`src/rtl/veggie_pkg.sv`:
```
`timescale 1ns/1ps
`default_nettype none
// ---------------------------------------------------------------------------
// veggie_pkg : shared state type, frame constants and abs-diff helper
// Rev 1.0
// ---------------------------------------------------------------------------
package veggie_pkg;

   localparam int SCREEN_W = 1024;
   localparam int SCREEN_H = 768;

   // The frame strobe sits at the first pixel past the visible area.
   localparam logic [10:0] FRAME_H_DONE = 11'(SCREEN_W);
   localparam logic [9:0]  FRAME_V_DONE = 10'(SCREEN_H);

   typedef enum logic [1:0] {
      ARMING = 2'd0,
      WHOLE  = 2'd1,
      SPLIT  = 2'd2
   } slice_state_t;

   function automatic logic [11:0] abs_diff12(input logic [11:0] a, input logic [11:0] b);
      return (a >= b) ? (a - b) : (b - a);
   endfunction

endpackage
`default_nettype wire

```
`src/rtl/blade_speed.sv`:
```
`timescale 1ns/1ps
`default_nettype none
// ---------------------------------------------------------------------------
// blade_speed : previous blade sample and per-frame Manhattan travel
// Rev 1.0
// ---------------------------------------------------------------------------
module blade_speed
   import veggie_pkg::*;
(
   input  logic        clk_in,
   input  logic        rst_in_n,
   input  logic        i_frame_done,
   input  logic [10:0] i_blade_x,
   input  logic [9:0]  i_blade_y,
   input  logic        i_blade_valid,
   output logic [11:0] o_speed,
   output logic        o_prev_valid
);

   logic [10:0] r_prev_x;
   logic [9:0]  r_prev_y;
   logic        r_prev_valid;

   always_ff @(posedge clk_in or negedge rst_in_n) begin
      if (!rst_in_n) begin
         r_prev_x     <= '0;
         r_prev_y     <= '0;
         r_prev_valid <= 1'b0;
      end else if (i_frame_done) begin
         r_prev_x     <= i_blade_x;
         r_prev_y     <= i_blade_y;
         r_prev_valid <= i_blade_valid;
      end
   end

   // Speed uses the samples from the previous strobe, before this strobe updates them.
   assign o_speed      = abs_diff12({1'b0, i_blade_x}, {1'b0, r_prev_x})
                       + abs_diff12({2'b0, i_blade_y}, {2'b0, r_prev_y});
   assign o_prev_valid = r_prev_valid;

endmodule
`default_nettype wire

```
`src/rtl/slice_detector.sv`:
```
`timescale 1ns/1ps
`default_nettype none
// ---------------------------------------------------------------------------
// slice_detector : once-per-frame blade/fruit slice decision, score and combo
// Rev 1.0
// ---------------------------------------------------------------------------
module slice_detector
   import veggie_pkg::*;
#(
   parameter int HIT_RADIUS   = 32,
   parameter int MIN_SWIPE    = 8,
   parameter int ARM_FRAMES   = 6,
   parameter int COMBO_WINDOW = 30,
   parameter int SCORE_W      = 12
) (
   input  logic               clk_in,
   input  logic               rst_in_n,
   input  logic [10:0]        hcount,
   input  logic [9:0]         vcount,
   input  logic [10:0]        fruit_x,
   input  logic [9:0]         fruit_y,
   input  logic               fruit_respawn,
   input  logic [10:0]        blade_x,
   input  logic [9:0]         blade_y,
   input  logic               blade_valid,
   output logic               split_out,
   output logic               split_pulse,
   output logic [10:0]        split_x,
   output logic [9:0]         split_y,
   output logic [2:0]         combo_out,
   output logic [SCORE_W-1:0] score_out
);

   localparam int ARM_W = (ARM_FRAMES > 1) ? $clog2(ARM_FRAMES) : 1;
   localparam int WIN_W = $clog2(COMBO_WINDOW + 1);

   localparam logic [ARM_W-1:0] C_ARM_LAST  = ARM_W'(ARM_FRAMES - 1);
   localparam logic [WIN_W-1:0] C_WIN_MAX   = WIN_W'(COMBO_WINDOW);
   localparam logic [11:0]      C_RADIUS    = 12'(HIT_RADIUS);
   localparam logic [11:0]      C_MIN_SWIPE = 12'(MIN_SWIPE);
   localparam logic [2:0]       C_COMBO_MAX = 3'd7;

   slice_state_t       r_state,    w_state_nxt;
   logic [ARM_W-1:0]   r_arm_cnt,  w_arm_nxt;
   logic [WIN_W-1:0]   r_win_cnt,  w_win_nxt;
   logic               r_split,    w_split_nxt;
   logic               r_pulse,    w_pulse_nxt;
   logic [10:0]        r_split_x,  w_split_x_nxt;
   logic [9:0]         r_split_y,  w_split_y_nxt;
   logic [2:0]         r_combo,    w_combo_nxt;
   logic [SCORE_W-1:0] r_score,    w_score_nxt;

   logic               w_frame_done;
   logic [11:0]        w_speed;
   logic               w_prev_valid;
   logic               w_swipe;
   logic               w_hit;
   logic [2:0]         w_combo_inc;
   logic [SCORE_W:0]   w_score_sum;

   assign w_frame_done = (hcount == FRAME_H_DONE) && (vcount == FRAME_V_DONE);

   blade_speed u_blade_speed (
      .clk_in        (clk_in),
      .rst_in_n      (rst_in_n),
      .i_frame_done  (w_frame_done),
      .i_blade_x     (blade_x),
      .i_blade_y     (blade_y),
      .i_blade_valid (blade_valid),
      .o_speed       (w_speed),
      .o_prev_valid  (w_prev_valid)
   );

   assign w_swipe = blade_valid && w_prev_valid && (w_speed >= C_MIN_SWIPE);
   assign w_hit   = (abs_diff12({1'b0, blade_x}, {1'b0, fruit_x}) < C_RADIUS)
                 && (abs_diff12({2'b0, blade_y}, {2'b0, fruit_y}) < C_RADIUS);

   assign w_combo_inc = (r_combo == C_COMBO_MAX) ? C_COMBO_MAX : (r_combo + 3'd1);
   assign w_score_sum = {1'b0, r_score} + {{(SCORE_W - 2){1'b0}}, w_combo_inc};

   always_comb begin
      w_state_nxt   = r_state;
      w_arm_nxt     = r_arm_cnt;
      w_win_nxt     = r_win_cnt;
      w_split_nxt   = r_split;
      w_pulse_nxt   = 1'b0;
      w_split_x_nxt = r_split_x;
      w_split_y_nxt = r_split_y;
      w_combo_nxt   = r_combo;
      w_score_nxt   = r_score;

      if (w_frame_done) begin
         if (r_win_cnt != C_WIN_MAX) begin
            w_win_nxt = r_win_cnt + 1'b1;
         end
         if (w_win_nxt == C_WIN_MAX) begin
            w_combo_nxt = 3'd0;
         end

         case (r_state)
            ARMING: begin
               w_arm_nxt = r_arm_cnt + 1'b1;
               if (r_arm_cnt == C_ARM_LAST) begin
                  w_state_nxt = WHOLE;
               end
            end
            WHOLE: begin
               // A respawn on the decision cycle cancels the slice outright.
               if (w_swipe && w_hit && !fruit_respawn) begin
                  w_state_nxt   = SPLIT;
                  w_pulse_nxt   = 1'b1;
                  w_split_nxt   = 1'b1;
                  w_split_x_nxt = fruit_x;
                  w_split_y_nxt = fruit_y;
                  w_combo_nxt   = w_combo_inc;
                  w_score_nxt   = w_score_sum[SCORE_W] ? {SCORE_W{1'b1}} : w_score_sum[SCORE_W-1:0];
                  w_win_nxt     = '0;
               end
            end
            SPLIT: begin
               w_state_nxt = SPLIT;
            end
            default: begin
               w_state_nxt = ARMING;
               w_arm_nxt   = '0;
            end
         endcase
      end

      if (fruit_respawn) begin
         w_state_nxt = ARMING;
         w_arm_nxt   = '0;
         w_split_nxt = 1'b0;
         // An unsliced fruit escaping breaks the combo.
         if (r_state == WHOLE) begin
            w_combo_nxt = 3'd0;
         end
      end
   end

   always_ff @(posedge clk_in or negedge rst_in_n) begin
      if (!rst_in_n) begin
         r_state   <= ARMING;
         r_arm_cnt <= '0;
         r_win_cnt <= C_WIN_MAX;
         r_split   <= 1'b0;
         r_pulse   <= 1'b0;
         r_split_x <= '0;
         r_split_y <= '0;
         r_combo   <= 3'd0;
         r_score   <= '0;
      end else begin
         r_state   <= w_state_nxt;
         r_arm_cnt <= w_arm_nxt;
         r_win_cnt <= w_win_nxt;
         r_split   <= w_split_nxt;
         r_pulse   <= w_pulse_nxt;
         r_split_x <= w_split_x_nxt;
         r_split_y <= w_split_y_nxt;
         r_combo   <= w_combo_nxt;
         r_score   <= w_score_nxt;
      end
   end

   assign split_out   = r_split;
   assign split_pulse = r_pulse;
   assign split_x     = r_split_x;
   assign split_y     = r_split_y;
   assign combo_out   = r_combo;
   assign score_out   = r_score;

endmodule
`default_nettype wire
```
`config.mk`:
```
export PLATFORM = sky130hd
export DESIGN_NAME = slice_detector
export DESIGN_NICKNAME = d
export VERILOG_FILES = /design/src/rtl/veggie_pkg.sv /design/src/rtl/blade_speed.sv /design/src/rtl/slice_detector.sv
export SDC_FILE = /design/constraint.sdc
export NUM_CORES = 1
export LEC_CHECK = 0
export BUFFER_PORTS_ARGS = -buffer_cell sky130_fd_sc_hd__buf_2
export CORE_MARGIN = 2
export CORE_UTILIZATION = 40
export CTS_BUF_LIST = sky130_fd_sc_hd__clkbuf_8
export DETAILED_ROUTE_END_ITERATION = 12
export PLACE_DENSITY = 0.66
export SYNTH_ARGS = -nofsm -noshare
export SYNTH_HDL_FRONTEND = slang
export SYNTH_SLANG_ARGS = --single-unit
```
`constraint.sdc`:
```
create_clock -name clk_in -period 11.17 [get_ports clk_in]
set_input_delay 1.117 -clock clk_in [delete_from_list [all_inputs] [get_ports clk_in]]
set_output_delay 1.117 -clock clk_in [all_outputs]
set_load 0.01 [all_outputs]
```
==> summary.txt <==
Timing
  • Final Setup Violations: 0
  • Worst rel slew slack: roughly a quarter
  • Fmax: 127.7 MHz
  • Final Hold Fails: 0
  • Min Tclk post-route: ~8000 ps
  • Fin. max-slew vios: 0
  • Setup_tns: 0 ps
  • Slew @ Worst Pin: 1100 ps
  • Max Clock Skew: around 13 ps
  • RSZ-0062 raised after global routing: false
  • Final worst-path cycle share: 70.09%
  • Hold_ws: ~480 ps

Clock tree
  • CTS buffer count: 9
  • CTS tree: built
  • H-tree levels: 3
  • Hold buffers post-CTS: 0
  • Clk buf depth: 2
  • Clock transition at the registers of the reported paths: around 80 ps
  • Clk sinks: 70
  • Post-CTS Setup Bufs: 0
  • Root buffer cell: clkbuf_8
  • # resized after CTS: 0
  • Clock Latency Late Sink: 380 ps

Global routing
  • Total track usage: about a fifth
  • Final global-route overflow total: 0
  • First-pass GRT wire length: slightly above 30 mm
  • Initial antenna violation count: 0
  • Largest net degree at the start of global routing: approximately 70
  • Number of global-route vias before repair: a little over 6000

Status
  • Status: complete, no violations

Drt
  • Post-route DRC: 0
  • Via Count: between 6000 and 7000
  • DR iter-0 viols: around 370
  • DR pass1 iterations: 5
  • Vias per inst: roughly 5.4
  • Antenna-violating nets left: 0
  • Detailed Route WL: around 18 mm
  • Drt wl/cell: 14.90 um

Setup path
  • Arr. time, crit path: ~8100 ps
  • CP max-delay cell: nand4_1
  • CP Cell Sequence: buf_2 > inv_1 > ha_1 > a2111o_1 > or3_1 > o221ai_2 > mux2i_1 > a21oi_1 > o21a_1 > xnor2_1 > ha_1 > a21oi_1 > or4b_2 > a41oi_1 > o21bai_1 > a21oi_1 > xor3_1 > a21oi_2 > nand4_1 > buf_4 > a21oi_1 > a2bb2oi_1
  • Crit path required time: approximately 11000 ps
  • Family with the most delay on the worst path: compound AO/OA/AOI/OAI gates
  • CP Launch Type: primary input
  • WP buf/inv: 3
  • Worst path max stage delay: ~880 ps
  • Crit-path max FO: 25
  • Kind of critical path: in -> reg
  • Element type at the critical path end: register
  • CP most frequent cell: a21oi_1

Floorplanning
  • Core area: between 0.015 and 0.02 mm^2
  • Die Width: 138.7 um
  • I/O pin count: approximately 110
  • Die H: 138.7 um
  • Rows: 49
  • Die area: about 0.019 mm^2
  • Initial Util: between 40% and 50%

Worst hold path
  • Min-Delay Path Class: reg -> reg

Pwr
  • Logic pwr share: 35.6%
  • Net Switching: roughly 250 uW
  • Worst vdd ir: 0.00005638 V
  • Sw frac: a little over a third
  • Cell internal pwr: between 400 and 500 uW
  • Static Leakage: roughly 4 nW
  • Pwr dens: approximately 85 mW/mm^2
  • Clk pwr share: between 20% and 30%
  • Seq pwr share: between 30% and 40%

Final layout
  • Finished Layout Cells: between 1000 and 1500
  • Cell area after layout: 0.008123 mm^2
  • Share of cells above drive strength 1: 14.68%
  • Final nets: approximately 1100
  • N_diodes: 0
  • Area growth, synth to finish: 11.93%

Yosys
  • Synth area leaders: dfrtp_1 23%, ha_1 18%, o21ai_0 5.4%
  • Synthesized area per cell: 8.237 um^2
  • Synth cell count leaders: 105 x ha_1, 99 x inv_1, 88 x nand2_1
  • Ys async rst share: between 90% and 100%
  • Post-synth net total: ~1100
  • Top cell type's share of synthesized area: ~23%
  • #FFs+latches synth: 70
  • Netlist cell types: between 70 and 80
  • Cell taking the most area after synthesis: dfrtp_1
  • Post-synth EDFFs: 0
  • Ys Warns: 0
  • Most common cell in the netlist: ha_1
  • Ys flop type: dfrtp_1
  • Register area share after synthesis: between 20% and 30%
  • Cells after Synth: a little under 900
  • Area of the mapped netlist: about 0.0073 mm^2

Job
  • Max-cap violations: 0

Placement
  • Post-Place Cells: 1187
  • DP HPWL: between 10 and 15 mm
  • Gpl congestion: about 0.93
  • IO buf count: roughly 100
  • Placed inst area: ~0.0080 mm^2
[through the flow]
step	setup WS, ps	util (%)	power [mW]
6_report	3341	45.37	0.6897
5_1_grt	2826	45.37	0.7366
4_1_cts	3365	45.37	0.6957
3_5_place_dp	2922	44.44	0.5023
3_3_place_gp	3139	44.44	0.5010
2_1_floorplan	4621	-	0.4372
[cell type report]
class	count	area, um^2
Fill cell	1788	9779
Multi-Input combinational cell	683	5004
Sequential cell	70	1757
Timing Repair Buffer	106	538.0
Inverter	99	371.6
Tap cell	229	286.5
Clock buffer	10	137.6
Clock inverter	6	28.78
[worst reg2reg max path: cells and delay by family, from the launching register on]
| family | cells | cell delay, ps |
|---|---|---|
| AOI/OAI and AO/OA | 11 | 2920 |
| xor gates and xnor gates | 2 | 400 |
| adders and majority gates | 2 | 670 |
| buffers and inverters | 1 | 570 |
| DFF | 1 | 410 |
| muxes | 1 | 360 |
| and+or+nand+nor | 3 | 1880 |
[routing by layer]
metal	vias to the layer above	track usage (%)	part of all wire (%)
met5	-	0	0
met4	0	6.645	2.1
met3	23	2.521	3.7
met2	136	31.11	47
met1	3065	25.74	47
li1	3309	-	-
[placed cells by master, fill, tap and decap left out, types with 4 or more instances in the layout]
cell / Yosys / routed
nor2b_1: 9 / 9
clkinv_2: 0 / 5
fa_1: 6 / 6
nand2_1: 88 / 88
xor2_1: 10 / 10
nand4_1: 12 / 12
dfstp_2: 4 / 4
inv_1: 99 / 100
clkbuf_8: 0 / 10
nand3b_1: 13 / 13
o21ai_1: 12 / 12
dfrtp_1: 66 / 66
a211oi_1: 11 / 11
o21ai_0: 78 / 78
ha_1: 105 / 105
mux2_2: 7 / 7
nor3b_1: 4 / 4
nor2_1: 29 / 29
and2_1: 9 / 9
o211ai_1: 4 / 4
a22oi_1: 4 / 4
a31oi_1: 6 / 6
o21a_1: 11 / 11
mux2_1: 4 / 4
nor3_1: 5 / 5
xnor2_1: 18 / 18
a21o_1: 26 / 26
nand2b_1: 12 / 12
a21oi_1: 75 / 75
o21bai_1: 7 / 7
buf_2: 3 / 103
or3_1: 6 / 6
and3_1: 5 / 5
a221o_1: 5 / 5
and4_1: 4 / 4
mux2i_1: 20 / 20
nand3_1: 19 / 19
nor4_1: 6 / 6
[kinds of logic (layout without fill, tap and decap cells)]
kind of cell    Yosys count  count (layout)  synth area share [%]
compound gates          280             280                 24.60
fa+ha+maj               111             111                 19.76
xor+xnor                 29              29                 3.707
buf+inv                 128             221                 6.845
simple gates            231             231                 16.21
mux                      32              32                 4.672
flops                    70              70                 24.21
[final timing paths]
path / start / cells after the start / slack [ps] / to
max in group asynchronous: rst_in_n / 1 / 9640 / r_arm_cnt[0]
worst max-delay path: blade_x[9] / 22 / 3340 / score_out[9]
worst min register to register: split_y[2] / 2 / 480 / split_y[2]
min in group asynchronous: rst_in_n / 1 / 900 / split_x[3]
worst min-delay path: split_y[2] / 2 / 480 / split_y[2]
worst max register to register: u_blade_speed.r_prev_x[9] / 20 / 3890 / score_out[9]
[flip-flops by register name, summed over array words and instances, names as in the netlist, 3 cells and up]
signal / count
score_out: 12
u_blade_speed.r_prev_y: 10
split_x: 11
r_arm_cnt: 3
split_y: 10
u_blade_speed.r_prev_x: 11
r_win_cnt: 5
combo_out: 3
[power groups by stage]
stage	sequential, mW	clock (mW)	combinational [mW]
detailed placement	0.258	0	0.244
floorplan	0.258	0	0.179
global route	0.253	0.206	0.277
global placement	0.258	0	0.243
CTS	0.253	0.197	0.246
finish	0.253	0.191	0.246
(Power assumes the default switching activity.)
